## src/rtl/axi_sram_slave.sv

```systemverilog
// AXI3 slave bridging single-beat-at-a-time bursts onto a synchronous SRAM port.
// One transaction in flight; reads take two cycles per beat.
module axi_sram_slave #(
    parameter int unsigned SRAM_AW = 20
) (
    input  logic               aclk,
    input  logic               areset,
    // read address
    input  logic [3:0]         arid,
    input  logic [31:0]        araddr,
    input  logic [3:0]         arlen,
    input  logic [2:0]         arsize,
    input  logic [1:0]         arburst,
    input  logic [1:0]         arlock,
    input  logic [3:0]         arcache,
    input  logic [2:0]         arprot,
    input  logic               arvalid,
    output logic               arready,
    // read data
    output logic [3:0]         rid,
    output logic [31:0]        rdata,
    output logic [1:0]         rresp,
    output logic               rlast,
    output logic               rvalid,
    input  logic               rready,
    // write address
    input  logic [3:0]         awid,
    input  logic [31:0]        awaddr,
    input  logic [3:0]         awlen,
    input  logic [2:0]         awsize,
    input  logic [1:0]         awburst,
    input  logic [1:0]         awlock,
    input  logic [3:0]         awcache,
    input  logic [2:0]         awprot,
    input  logic               awvalid,
    output logic               awready,
    // write data
    input  logic [3:0]         wid,
    input  logic [31:0]        wdata,
    input  logic [3:0]         wstrb,
    input  logic               wlast,
    input  logic               wvalid,
    output logic               wready,
    // write response
    output logic [3:0]         bid,
    output logic [1:0]         bresp,
    output logic               bvalid,
    input  logic               bready,
    // SRAM
    output logic               sram_en,
    output logic [3:0]         sram_we,
    output logic [SRAM_AW-1:0] sram_addr,
    output logic [31:0]        sram_wdata,
    input  logic [31:0]        sram_rdata
);

    typedef enum logic [2:0] {StIdle, StRIssue, StRBeat, StWData, StWResp} state_e;

    state_e      state_q, state_d;
    logic        last_was_wr_q, last_was_wr_d;
    logic [3:0]  rid_q, rid_d, bid_q, bid_d;
    logic [31:0] addr_q, addr_d;
    logic [3:0]  len_q, len_d, beat_q, beat_d;
    logic [2:0]  size_q, size_d;
    logic [1:0]  burst_q, burst_d;
    logic        err_q, err_d;
    logic        wl_err_q, wl_err_d;
    logic [31:0] rdata_q, rdata_d;
    logic        first_q, first_d;

    logic        sel_rd;
    logic        beat_last;
    logic [31:0] addr_next;
    logic        unused_inputs;

    assign unused_inputs = ^{arlock, arcache, arprot, awlock, awcache, awprot, wid};

    assign sel_rd    = arvalid & (~awvalid | last_was_wr_q);
    assign beat_last = (beat_q == len_q);
    assign addr_next = (burst_q == 2'b01) ? addr_q + (32'd1 << size_q) : addr_q;

    always_comb begin
        state_d       = state_q;
        last_was_wr_d = last_was_wr_q;
        rid_d         = rid_q;
        bid_d         = bid_q;
        addr_d        = addr_q;
        len_d         = len_q;
        beat_d        = beat_q;
        size_d        = size_q;
        burst_d       = burst_q;
        err_d         = err_q;
        wl_err_d      = wl_err_q;
        rdata_d       = rdata_q;
        first_d       = 1'b0;

        arready    = 1'b0;
        awready    = 1'b0;
        wready     = 1'b0;
        rvalid     = 1'b0;
        rresp      = 2'b00;
        rlast      = 1'b0;
        rdata      = rdata_q;
        rid        = rid_q;
        bvalid     = 1'b0;
        bresp      = 2'b00;
        bid        = bid_q;
        sram_en    = 1'b0;
        sram_we    = 4'b0000;
        sram_addr  = '0;
        sram_wdata = 32'h0;

        unique case (state_q)
            StIdle: begin
                arready = arvalid & sel_rd;
                awready = awvalid & ~sel_rd;
                if (arready) begin
                    rid_d         = arid;
                    addr_d        = araddr;
                    len_d         = arlen;
                    size_d        = arsize;
                    burst_d       = arburst;
                    beat_d        = 4'd0;
                    err_d         = (arsize > 3'd2) | arburst[1];
                    wl_err_d      = 1'b0;
                    last_was_wr_d = 1'b0;
                    state_d       = StRIssue;
                end else if (awready) begin
                    bid_d         = awid;
                    addr_d        = awaddr;
                    len_d         = awlen;
                    size_d        = awsize;
                    burst_d       = awburst;
                    beat_d        = 4'd0;
                    err_d         = (awsize > 3'd2) | awburst[1];
                    wl_err_d      = 1'b0;
                    last_was_wr_d = 1'b1;
                    state_d       = StWData;
                end
            end
            StRIssue: begin
                sram_en   = ~err_q;
                sram_addr = addr_q[SRAM_AW-1:0];
                first_d   = 1'b1;
                state_d   = StRBeat;
            end
            StRBeat: begin
                // SRAM data is only valid in the first beat cycle; hold it afterwards
                rdata   = first_q ? (err_q ? 32'h0 : sram_rdata) : rdata_q;
                rdata_d = rdata;
                rvalid  = 1'b1;
                rresp   = err_q ? 2'b10 : 2'b00;
                rlast   = beat_last;
                if (rready) begin
                    if (beat_last) begin
                        state_d = StIdle;
                    end else begin
                        beat_d  = beat_q + 4'd1;
                        addr_d  = addr_next;
                        state_d = StRIssue;
                    end
                end
            end
            StWData: begin
                wready = 1'b1;
                if (wvalid) begin
                    sram_en    = 1'b1;
                    sram_we    = err_q ? 4'b0000 : wstrb;
                    sram_addr  = addr_q[SRAM_AW-1:0];
                    sram_wdata = wdata;
                    addr_d     = addr_next;
                    if (wlast != beat_last) wl_err_d = 1'b1;
                    if (beat_last) begin
                        state_d = StWResp;
                    end else begin
                        beat_d = beat_q + 4'd1;
                    end
                end
            end
            StWResp: begin
                bvalid = 1'b1;
                bresp  = (err_q | wl_err_q) ? 2'b10 : 2'b00;
                if (bready) state_d = StIdle;
            end
            default: state_d = StIdle;
        endcase
    end

    always_ff @(posedge aclk or posedge areset) begin
        if (areset) begin
            state_q       <= StIdle;
            last_was_wr_q <= 1'b1;
            rid_q         <= 4'd0;
            bid_q         <= 4'd0;
            addr_q        <= 32'h0;
            len_q         <= 4'd0;
            beat_q        <= 4'd0;
            size_q        <= 3'd0;
            burst_q       <= 2'd0;
            err_q         <= 1'b0;
            wl_err_q      <= 1'b0;
            rdata_q       <= 32'h0;
            first_q       <= 1'b0;
        end else begin
            state_q       <= state_d;
            last_was_wr_q <= last_was_wr_d;
            rid_q         <= rid_d;
            bid_q         <= bid_d;
            addr_q        <= addr_d;
            len_q         <= len_d;
            beat_q        <= beat_d;
            size_q        <= size_d;
            burst_q       <= burst_d;
            err_q         <= err_d;
            wl_err_q      <= wl_err_d;
            rdata_q       <= rdata_d;
            first_q       <= first_d;
        end
    end

endmodule

```

## config.mk

```make
export PLATFORM = sky130hd
export DESIGN_NAME = axi_sram_slave
export DESIGN_NICKNAME = d
export VERILOG_FILES = /design/src/rtl/axi_sram_slave.sv
export SDC_FILE = /design/constraint.sdc
export NUM_CORES = 1
export LEC_CHECK = 0
export CORE_ASPECT_RATIO = 1.25
export CORE_MARGIN = 2
export CORE_UTILIZATION = 38
export DETAILED_ROUTE_END_ITERATION = 16
export PLACE_DENSITY = 0.88
export SLEW_MARGIN = 10
export SYNTH_ARGS = -nofsm -noshare
export SYNTH_HDL_FRONTEND = slang
export SYNTH_SLANG_ARGS = --single-unit
```

## constraint.sdc

```tcl
create_clock -name aclk -period 3.5 [get_ports aclk]
set_clock_uncertainty 0.05 [all_clocks]
set_input_delay 0.35 -clock aclk [delete_from_list [all_inputs] [get_ports aclk]]
set_output_delay 0.35 -clock aclk [all_outputs]
set_load 0.02 [all_outputs]
```

==> key figures <==
Min path
  – Worst Hold Depth: 2
  – Worst min path class: reg2reg

Cells and area
  – Fill count: 1080
  – Post-route cell area: 7800 µm²
  – Commonest non-fill, non-tap cell in the layout: clkdlybuf4s50_1
  – Antenna Cells: 0
  – Final #Nets: 1012
  – Layout area overhead: 59.6%
  – Fin util: 0.619
  – Fraction of layout cells with a size suffix above 1: 0.0696
  – Commonest cells after routing, fill and taps aside: clkdlybuf4s50_1, nand2_1, dfrtp_1

Synth
  – Sequential share of the synthesized area: 0.410
  – Synth cell types: 64
  – Syn_area_per_cell: 8.38 µm²
  – Number of flops mapped to enable cells by yosys: 0
  – Gate Count Post-Synth: 583
  – FFs w/ async S/R, synth: 1.00
  – Primary FF master, synth: dfrtp_1
  – Mapped cell area: 4890 µm²
  – Synth Warn #: 0
  – #FFs+latches synth: 80

Clock network
  – CTS tree: built
  – Post-CTS Setup Inserts: 0
  – Total clock buffers created by CTS: 9
  – Clk slew on worst S/H paths: 70 ps
  – Clock buffer depth: 2
  – Clk sink count: 80
  – Resize count post-CTS: 0
  – H-tree depth: 3
  – Hold-fix buffers at CTS: 0
  – Root buf cell: clkbuf_16
  – Later-pin clock latency in the skew report: 330 ps

Route
  – Vias per cell: 4.97
  – DR iter-0 viols: 307
  – ANT nets after route: 0
  – DRC violations left: 0
  – Overall routed net length: 15800 µm
  – Vias: 4910
  – Drt pass-1 iters: 4
  – WL per Instance: 16.1 µm

Timing
  – Period utilization: 0.898
  – Setup TNS: 0 ps
  – Final hold vios: 0
  – Slew at the pin with the worst max-slew slack: 1060 ps
  – Final count of negative-setup-slack endpoints: 0
  – Worst slew margin: 0.296
  – Unrepaired setup endpoints after global routing: no
  – Peak Freq: 318 MHz
  – Fin. max-slew vios: 0
  – Fin worst setup slack: 357 ps
  – Final Critical Period: 3140 ps

Power
  – Lkg Pwr: 3.30 nW
  – Pwr/cell area: 812 nW/µm²
  – Peak VDD IR: 0.356 mV

Placed design
  – Final HPWL DP: 12000 µm
  – Placed Area: 7510 µm²
  – IO buf count: 246
  – GP Congestion: 0.856
  – Worst slack, placed: 590 ps

Floorplan
  – Initial core utilization: 0.388
  – Ports: 295
  – # rows: 46
  – Core area: 12600 µm²
  – Die Y: 131 µm
  – Total die area: 13800 µm²
  – Die W: 105 µm

GRT
  – Initial antenna violation count: 0
  – Largest net degree at the start of global routing: 59
  – Total grt overflow: 0
  – First-pass GRT wire length: 25400 µm
  – GRT Total Usage: 0.232
  – Vias in the first global route: 4844

Setup path
  – Crit path required time: 3100 ps
  – CP arrival: 2740 ps
  – Worst Setup End Kind: output port
  – Reg2Reg Setup Slack: 600 ps
  – R2R cell count: 10
  – Critical path class: reg2out
  – Nature of the critical path startpoint: flop
  – Critical-path maximum fanout: 47

Flow run
  – Max_cap viols: 0

Run status
  – Status: complete, no violations
registers in the layout (all words and copies together) (netlist names):
register	cells
len_q	4
rdata_q	32
burst_q	2
addr_q	20
beat_q	4
first_q	1
state_q	3
rid	4
err_q	1
wl_err_q	1
bid	4
size_q	3
last_was_wr_q	1
Yosys cell counts (4+ instances only):
cell type	instances	area share
and2_1	58	0.074
a211oi_1	5	0.0077
mux2i_1	5	0.010
and3_1	4	0.0051
a21o_1	4	0.0061
nor3_1	10	0.010
xor2_1	8	0.014
o21ai_0	44	0.045
o31ai_1	7	0.011
inv_1	13	0.010
dfrtp_1	79	0.40
mux2_2	8	0.018
nand3_1	9	0.0092
nand2_1	111	0.085
o21ai_1	6	0.0061
clkbuf_1	28	0.021
nand2b_1	35	0.045
nor2_1	34	0.026
a31oi_1	11	0.014
buf_2	8	0.0082
a21oi_1	25	0.026
ha_1	9	0.023
kinds of logic (layout without fill, tap and decap cells):
family | Yosys count | count (layout) | synth area share
AO/OA/AOI/OAI | 135 | 135 | 0.180
XOR/XNOR | 10 | 10 | 0.0179
adder cells (fa/ha/maj) | 10 | 10 | 0.0271
buffers and inverters | 53 | 288 | 0.0466
flip-flops | 80 | 80 | 0.410
multiplexers | 13 | 13 | 0.0287
other | 1 | 2 | 0.000767
AND/OR/NAND/NOR | 281 | 281 | 0.289
metal layers:
metal | routed length, µm | up-vias | global-route usage
met1 | 7110 | 2245 | 0.320
li1 | - | 2444 | -
met2 | 7330 | 210 | 0.373
met3 | 1230 | 11 | 0.0496
met4 | 180 | 0 | 0.0612
met5 | 0 | - | 0
final timing paths:
| check | startpoint | end |
|---|---|---|
| max | state_q[1] | rdata[21] |
| min | wl_err_q | wl_err_q |
| max reg2reg | size_q[0] | addr_q[12] |
| min reg2reg | wl_err_q | wl_err_q |
| max in group asynchronous | areset | rdata_q[20] |
| min in group asynchronous | areset | rdata_q[5] |
power breakdown:
part           internal [mW]  total [mW]  switching [mW]
logic                   1.73        3.70            1.97
clock network          0.494       0.905           0.410
registers               1.37        1.73           0.363
total                   3.59        6.33            2.74
metrics by stage:
step	power, mW	hold WS (ps)	cells
finish	6.33	430	987
global route	6.82	453	987
CTS	6.39	430	987
detailed placement	5.46	415	971
global placement	5.37	404	971
floorplan	3.93	389	584
area by class of cell:
type,count,area (µm²),area share
well taps,168,210,0.0269
multi-input cells,451,2680,0.343
flip-flops and latches,80,2000,0.257
clock buffers,9,225,0.0289
inverters,13,50.0,0.00642
repair buffers,259,2570,0.330
clock inverters,7,61.3,0.00786
critical path: stages, from the launching register on:
cell             delay [ps]
dfrtp_1                 590
nand2b_1                130
nor2_1                  110
buf_4                   170
nand2_2                 210
buf_12                  250
o21ai_0                 280
clkdlybuf4s50_1         660
Note: power is estimated with default switching activity, not from simulation.
